===== config.mk =====
export PLATFORM = sky130hd
export DESIGN_NAME = fb_pixel_writer
export DESIGN_NICKNAME = d
export VERILOG_FILES = /design/src/rtl/fb_pkg.sv /design/src/rtl/fb_addr_map.sv /design/src/rtl/fb_pixel_writer.sv
export SDC_FILE = /design/constraint.sdc
export NUM_CORES = 1
export LEC_CHECK = 0
export ABC_AREA = 1
export ABC_CLOCK_PERIOD_IN_PS = 2270
export BUFFER_PORTS_ARGS = -buffer_cell sky130_fd_sc_hd__buf_4
export CAP_MARGIN = 20
export CORE_MARGIN = 2
export CORE_UTILIZATION = 45
export CTS_CLUSTER_SIZE = 20
export DETAILED_ROUTE_END_ITERATION = 12
export PLACE_DENSITY_LB_ADDON = 0.08
export SLEW_MARGIN = 40
export SYNTH_ARGS = -nofsm -noshare
export SYNTH_HDL_FRONTEND = slang
export SYNTH_HIERARCHICAL = 1
export SYNTH_SLANG_ARGS = --single-unit

===== constraint.sdc =====
create_clock -name i_clk -period 2.27 [get_ports i_clk]
set_clock_uncertainty 0.2 [all_clocks]
set_input_delay 0.227 -clock i_clk [delete_from_list [all_inputs] [get_ports i_clk]]
set_output_delay 0.227 -clock i_clk [all_outputs]
set_load 0.1 [all_outputs]

===== src/rtl/fb_pkg.sv =====
// Shared framebuffer layout for the HUB75 pixel writer and the panel scan engine.
// One RAM word holds the top-half pixel in [17:9] and the bottom-half pixel in [8:0].
package fb_pkg;

    localparam int COLS      = 160;
    localparam int HALF_ROWS = 20;
    localparam int CDEPTH    = 3;
    localparam int ADDR_W    = 12;
    localparam int WORD_W    = 36;

    localparam int PIX_W     = 3 * CDEPTH;
    localparam int TOP_LSB   = 9;
    localparam int BOT_LSB   = 0;
    localparam int PAD_LSB   = 2 * PIX_W;
    localparam int NUM_WORDS = COLS * HALF_ROWS;

    typedef enum logic [2:0] {
        IDLE  = 3'd0,
        RD    = 3'd1,
        WAIT  = 3'd2,
        WR    = 3'd3,
        CLEAR = 3'd4
    } state_e;

endpackage


===== src/rtl/fb_addr_map.sv =====
// Maps a pixel coordinate to its framebuffer word address and half select.
// COLS*row is built from shifts (128 + 32) so no multiplier is needed.
module fb_addr_map
    import fb_pkg::*;
(
    input  logic [7:0]        i_x,
    input  logic [5:0]        i_y,
    output logic [ADDR_W-1:0] o_addr,
    output logic              o_half,
    output logic              o_oob
);

    logic [5:0]        row;
    logic [ADDR_W-1:0] row_w;

    always_comb begin
        o_half = (i_y >= 6'(HALF_ROWS));
        row    = o_half ? (i_y - 6'(HALF_ROWS)) : i_y;
        row_w  = ADDR_W'(row);
        o_addr = ADDR_W'(i_x) + (row_w << 7) + (row_w << 5);
        o_oob  = (i_x >= 8'(COLS)) || (i_y >= 6'(2 * HALF_ROWS));
    end

endmodule


===== src/rtl/fb_pixel_writer.sv =====
// Framebuffer write controller: read-modify-write of packed pixel pairs plus full-frame fill.
// Handshake: a pixel transfers on a rising edge where i_valid && o_ready; inputs are captured then.
module fb_pixel_writer
    import fb_pkg::*;
(
    input  logic              i_clk,
    input  logic              i_rst,
    input  logic              i_valid,
    output logic              o_ready,
    input  logic [7:0]        i_x,
    input  logic [5:0]        i_y,
    input  logic [8:0]        i_rgb,
    input  logic              i_clear,
    input  logic [8:0]        i_clear_rgb,
    output logic              o_busy,
    output logic              o_done,
    output logic              o_err_oob,
    output logic [ADDR_W-1:0] o_addr,
    output logic              o_rd_en,
    input  logic [WORD_W-1:0] i_rd_data,
    output logic              o_wr_en,
    output logic [WORD_W-1:0] o_wr_data
);

    state_e            state_q, state_d;
    logic [ADDR_W-1:0] addr_q, addr_d;
    logic              half_q, half_d;
    logic [PIX_W-1:0]  rgb_q, rgb_d;
    logic [WORD_W-1:0] word_q, word_d;
    logic              pend_q, pend_d;
    logic [PIX_W-1:0]  crgb_q, crgb_d;
    logic [ADDR_W-1:0] cnt_q, cnt_d;
    logic              done_q, done_d;
    logic              err_q, err_d;

    logic [ADDR_W-1:0] map_addr;
    logic              map_half;
    logic              map_oob;
    logic              transfer;
    logic [WORD_W-1:0] merged;

    fb_addr_map u_addr_map (
        .i_x    (i_x),
        .i_y    (i_y),
        .o_addr (map_addr),
        .o_half (map_half),
        .o_oob  (map_oob)
    );

    assign o_ready   = (state_q == IDLE) && !pend_q && !i_clear;
    assign transfer  = i_valid && o_ready;
    assign o_busy    = (state_q != IDLE) || pend_q;
    assign o_done    = done_q;
    assign o_err_oob = err_q;

    // The untouched half of the read word is kept; the pad bits above it are masked off.
    always_comb begin
        merged = word_q & {{(WORD_W - PAD_LSB){1'b0}}, {PAD_LSB{1'b1}}};
        if (half_q) begin
            merged[BOT_LSB +: PIX_W] = rgb_q;
        end else begin
            merged[TOP_LSB +: PIX_W] = rgb_q;
        end
    end

    always_comb begin
        state_d   = state_q;
        addr_d    = addr_q;
        half_d    = half_q;
        rgb_d     = rgb_q;
        word_d    = word_q;
        pend_d    = pend_q;
        crgb_d    = crgb_q;
        cnt_d     = cnt_q;
        done_d    = 1'b0;
        err_d     = 1'b0;
        o_rd_en   = 1'b0;
        o_wr_en   = 1'b0;
        o_addr    = '0;
        o_wr_data = '0;

        // A clear seen mid-pixel is remembered; the first requested colour sticks.
        if ((state_q == RD || state_q == WAIT || state_q == WR) && i_clear && !pend_q) begin
            pend_d = 1'b1;
            crgb_d = i_clear_rgb;
        end

        case (state_q)
            IDLE: begin
                if (pend_q || i_clear) begin
                    state_d = CLEAR;
                    cnt_d   = '0;
                    pend_d  = 1'b0;
                    if (!pend_q) begin
                        crgb_d = i_clear_rgb;
                    end
                end else if (transfer) begin
                    if (map_oob) begin
                        err_d = 1'b1;
                    end else begin
                        state_d = RD;
                        addr_d  = map_addr;
                        half_d  = map_half;
                        rgb_d   = i_rgb;
                    end
                end
            end
            RD: begin
                o_rd_en = 1'b1;
                o_addr  = addr_q;
                state_d = WAIT;
            end
            WAIT: begin
                word_d  = i_rd_data;
                state_d = WR;
            end
            WR: begin
                o_wr_en   = 1'b1;
                o_addr    = addr_q;
                o_wr_data = merged;
                state_d   = IDLE;
            end
            CLEAR: begin
                o_wr_en   = 1'b1;
                o_addr    = cnt_q;
                o_wr_data = {{(WORD_W - PAD_LSB){1'b0}}, crgb_q, crgb_q};
                cnt_d     = cnt_q + ADDR_W'(1);
                if (cnt_q == ADDR_W'(NUM_WORDS - 1)) begin
                    state_d = IDLE;
                    done_d  = 1'b1;
                end
            end
            default: begin
                state_d = IDLE;
            end
        endcase
    end

    always_ff @(posedge i_clk) begin
        if (i_rst) begin
            state_q <= IDLE;
            addr_q  <= '0;
            half_q  <= 1'b0;
            rgb_q   <= '0;
            word_q  <= '0;
            pend_q  <= 1'b0;
            crgb_q  <= '0;
            cnt_q   <= '0;
            done_q  <= 1'b0;
            err_q   <= 1'b0;
        end else begin
            state_q <= state_d;
            addr_q  <= addr_d;
            half_q  <= half_d;
            rgb_q   <= rgb_d;
            word_q  <= word_d;
            pend_q  <= pend_d;
            crgb_q  <= crgb_d;
            cnt_q   <= cnt_d;
            done_q  <= done_d;
            err_q   <= err_d;
        end
    end

endmodule


# ---- Word-level counts from Yosys, hierarchy flattened
# Cells that the tools add are included.
dict set report totals {
  register_bits 67
  in_bits 72
  wordCells 76
}
dict set report classes {
  addsub 4
  magnitude_cmp 3
  eq_ne 9
  muxes 23
  bitwise_logic 5
  n_reduce_logical 22
}
# cell count
set op_table {}
lappend op_table {{$mux 9} 6}
lappend op_table {{$pmux 12 s2} 2}
lappend op_table {{$pmux 18 s2} 1}
lappend op_table {{$add 12x1->12 const B} 1}
lappend op_table {{$add 12x11->12} 1}
lappend op_table {{$add 8x12->12} 1}
lappend op_table {{$eq 12x12->1 const B} 1}
lappend op_table {{$mux 12} 1}
lappend op_table {{$mux 3} 4}
lappend op_table {{$pmux 3 s4} 1}
lappend op_table {{$ge 8x8->1 const B} 1}
lappend op_table {{$mux 1} 7}
lappend op_table {{$eq 3x2->1 const B} 2}
lappend op_table {{$ge 6x5->1 const B} 1}
lappend op_table {{$ge 6x6->1 const B} 1}
lappend op_table {{$mux 6} 1}
lappend op_table {{$ne 3x2->1 const B} 2}
lappend op_table {{$reduce_or 2->1} 3}
lappend op_table {{$sub 6x5->6 const B} 1}
lappend op_table {{$logic_and 1x1->1} 5}
lappend op_table {{$logic_or 1x1->1} 5}
lappend op_table {{$not 1->1} 5}
lappend op_table {{$reduce_and 4->1} 1}
lappend op_table {{$reduce_or 4->1} 1}
lappend op_table {{other kinds (10)} 11}

# ---- Depth between registers and ports, before layout
dict set report depth {
  word_depth 9
  mapped_depth 20
}

# ---- Modules after synthesis
# The synthesis kept the hierarchy.
# module n_inst cells_per_inst area_each_um2 seq_area_each_um2
set by_module_without_submodules {}
lappend by_module_without_submodules {fb_pixel_writer 1 493 3592.2 1341.3}
lappend by_module_without_submodules {fb_addr_map 1 87 593.1 0.0}

# ---- Least setup slack after synthesis
# Ideal clock, no wire load.
dict set report synth_timing {
  path_type {register to output}
  start {register state_q[1]}
  end {output o_wr_data[0]}
  arrival_ns 2.907
  t_required_ns 1.843
  path_slack_ns -1.064
  path_stages_with_launch 5
  n_path_buf 1
  path_cell_list {dfxtp_1 nor2_4 nand2_2 clkbuf_1 o21ai_0}
}
dict set report synth_via {
  elab_chain_len 2
  elab_cells_between_ends 3
  classes_between {2 x eq/ne; 1 x mux}
}
# item line
set synth_rtl {}
lappend synth_rtl {{start, declared} fb_pixel_writer.sv:25} ;# state_e state_q, state_d;
lappend synth_rtl {{start signal, assigned} fb_pixel_writer.sv:152} ;# state_q <= state_d;
lappend synth_rtl {{$eq 3x3->1 / $eq 3x2->1 (equally long branches)} fb_pixel_writer.sv:88} ;# case (state_q)
lappend synth_rtl {{$pmux 18 s2 (*)} fb_pixel_writer.sv:88}
lappend synth_rtl {{end, declared} fb_pixel_writer.sv:22} ;# output logic [WORD_W-1:0] o_wr_data
# Mark *: on every way between the ends. The rest lies on a longest branch, timed or not.

# ---- Final worst setup path
dict set report layout_timing {
  start {register state_q[1]}
  end {output o_wr_data[15]}
}
# The elaborated chain is that of the path after synthesis.

==> flow_metrics.tcl <==
set metrics [dict create \
    yosys-top-cells-count "nand2_1, inv_1, dfxtp_1" \
    die-height_um 100 \
    synthTopCellsByArea "dfxtp_1, nand2_1, inv_1" \
    p_leak_nw 2.57 \
    period_share 0.949 \
    cts.sinks 67 \
    fin_cells 833 \
    async_flop_share 0 \
    post_cts_buffers 0 \
    stdcell_area_sq_um 5880 \
    required_ns 1.84 \
    hold_end "word_q[4]" \
    synth_area_sq_um 4190 \
    vdd_drop_max_uv 269 \
    rr_worst_depth 7 \
    synth_edf_count 0 \
    startpoint_type "register" \
    drtIter0Drc 105 \
    yosys_most_used_dff "dfxtp_1" \
    core_sq_um 9150 \
    synth.most_common_cell "nand2_1" \
    fp.dieW_um 100 \
    via_per_inst 4.93 \
    setup_tns_ns 0 \
    final_core_util 0.642 \
    multi_input_area_sq_um 2360 \
    reg2reg_to "state_q[0]" \
    dpl.cell_count 778 \
    synth_top_area_share 0.320 \
    drc_errors 0 \
    worstHoldStart "i_rd_data[4]" \
    fmax_mhz 464 \
    hp-class "input port to register" \
    yosysWarningCount 6 \
    drive_gt1_frac 0.319 \
    pre_cts_ws_ns -0.209 \
    fp-row-count 35 \
    grt_pass1_vias 3887 \
    netlist_instances 580 \
    crit_arrival_ns 1.73 \
    synthToLayoutAreaGrowth_pct 40.4 \
    layout_setup_ws_ns 0.116 \
    min_period_ns 2.15 \
    root_buffer "clkbuf_8" \
    hold_path_depth 3 \
    worstPathMaxFanout 18 \
    yosysSeqAreaShare 0.320 \
    maxCapViolCount 0 \
    worstSkewPairLatency_ns 0.35 \
    ys_seq_elements 67 \
    hpwl_um 7650 \
    grt-ovfl-total 0 \
    finalSetupViolCount 0 \
    nets 804 \
    cp-end-kind "primary output" \
    wl_per_cell_um 12.8 \
    fillers 793 \
    syn_avg_cell_area_sq_um 7.22 \
    hold_violations 0 \
    slew_viol_final 0 \
    numCtsBuffers 9 \
    worst_pin_slew_ns 0.524 \
    r2r_slack_ns 0.58 \
    drtAntennaViolNets 0 \
    grt_max_degree 37 \
    rsz0062_at_grt "false" \
    antenna_found_initial 0 \
    vias 4107 \
    cts_tree "yes" \
    r2r-start "cnt_q[1]" \
    run_status "complete, no violations" \
    placed_cell_area_sq_um 5140 \
    hold_slack_ns 0.0268 \
    critical_path_class "register to primary output" \
    gr-usage-all-layers 0.217 \
    start_util 0.457 \
    pin_count 126 \
    finalWirelength_um 10700 \
    drt_first_pass_iters 5 \
    seqCellArea_sq_um 1340 \
    num_antenna_cells 0 \
    clkTransAtPathRegs_ns 0.08 \
    powerDensity_nw_per_um2 707 \
    fp.dieArea_sq_um 10100 \
    power_mw 4.16 \
    grt_pass1_wl_um 17700 \
    yosys.area.top_type "dfxtp_1" \
    gp_congestion 0.858 \
    relSlewSlack 0.650 \
    clockBufferDepth 2 \
    portBuffers 89 \
    ys_types 41 \
    htree_levels 3 \
]
-- worst max-delay path: stages, from the launching register on --
cell     delay (ns)
dfxtp_1        0.36
nor2_4         0.22
nand2_4        0.13
buf_6          0.20
o21ai_1        0.21
buf_6          0.26
-- placed cells by master (no fill, tap or decap), types with 3 or more instances in the layout --
master         netlist  final
buf_6                4     20
nand2_2              5      5
nand2_1             94     92
a21oi_1             37     37
ha_4                 0      5
clkbuf_8             0     10
conb_1               1     18
inv_2               11     11
o21ai_1              7     16
ha_1                14      9
o22ai_1              8      8
o21ai_2             19     34
nand2_4              3      5
nand4_1              9      9
a21oi_2             19     19
nand3_1             20     20
o211ai_1            18     18
o21ai_0             53     29
buf_4               27     94
inv_1               84     81
nor2_1              30     30
dfxtp_1             67     66
bufinv_16            0      3
xor2_1               3      3
nor3_1               3      3
dlygate4sd3_1        0     39
buf_12               0      4
nor2_4               3      3
a211oi_1             7      7
-- repair_timing --
action	CTS	global route
resized for setup	6	21
hold buffers	39	0
endpoints found under the hold margin	45	0
pin swaps	0	0
setup endpoints to repair	8	31
-- how the worst max path moves through the flow --
stage / from / end / slack, ns / cells past startpoint
after global placement: i_y[3] / addr_q[11] / -0.18 / 21
after floorplan: state_q[1] / o_addr[0] / -0.56 / 5
after detailed placement: i_y[3] / addr_q[11] / -0.21 / 21
final: state_q[1] / o_wr_data[15] / 0.12 / 5
after global routing: state_q[1] / o_addr[11] / 0.01 / 5
after CTS: state_q[1] / o_addr[7] / -0.02 / 6
-- cells by family (layout without fill, tap and decap cells) --
group | Yosys count | count (layout) | synth area share
other cells | 1 | 18 | 0.000896
flops | 67 | 67 | 0.320
xor+xnor | 4 | 4 | 0.00837
fa+ha+maj | 15 | 15 | 0.0466
compound gates | 171 | 171 | 0.259
simple gates | 177 | 177 | 0.201
buf+inv | 145 | 270 | 0.164
-- layer usage --
layer	track usage	up-vias	wire, um
li1	-	2144	-
met1	0.274	1846	4790
met2	0.366	103	5020
met3	0.0487	14	615
met4	0.0769	0	233
met5	0	-	0
-- report_power, final --
part / internal (mW) / switching, mW / total, mW
Sequential: 1.27 / 0.0463 / 1.32
Combinational: 0.497 / 1.09 / 1.59
Clock: 0.762 / 0.486 / 1.25
Total: 2.53 / 1.62 / 4.16
-- area by class of cell --
cell class,count,share of cell area
Tap cell,111,0.0236
Clock buffer,10,0.0234
Clock inverter,6,0.0189
Multi-Input combinational cell,385,0.401
Sequential cell,67,0.228
Inverter,96,0.0637
Timing Repair Buffer,158,0.241
(Power assumes the default switching activity.)
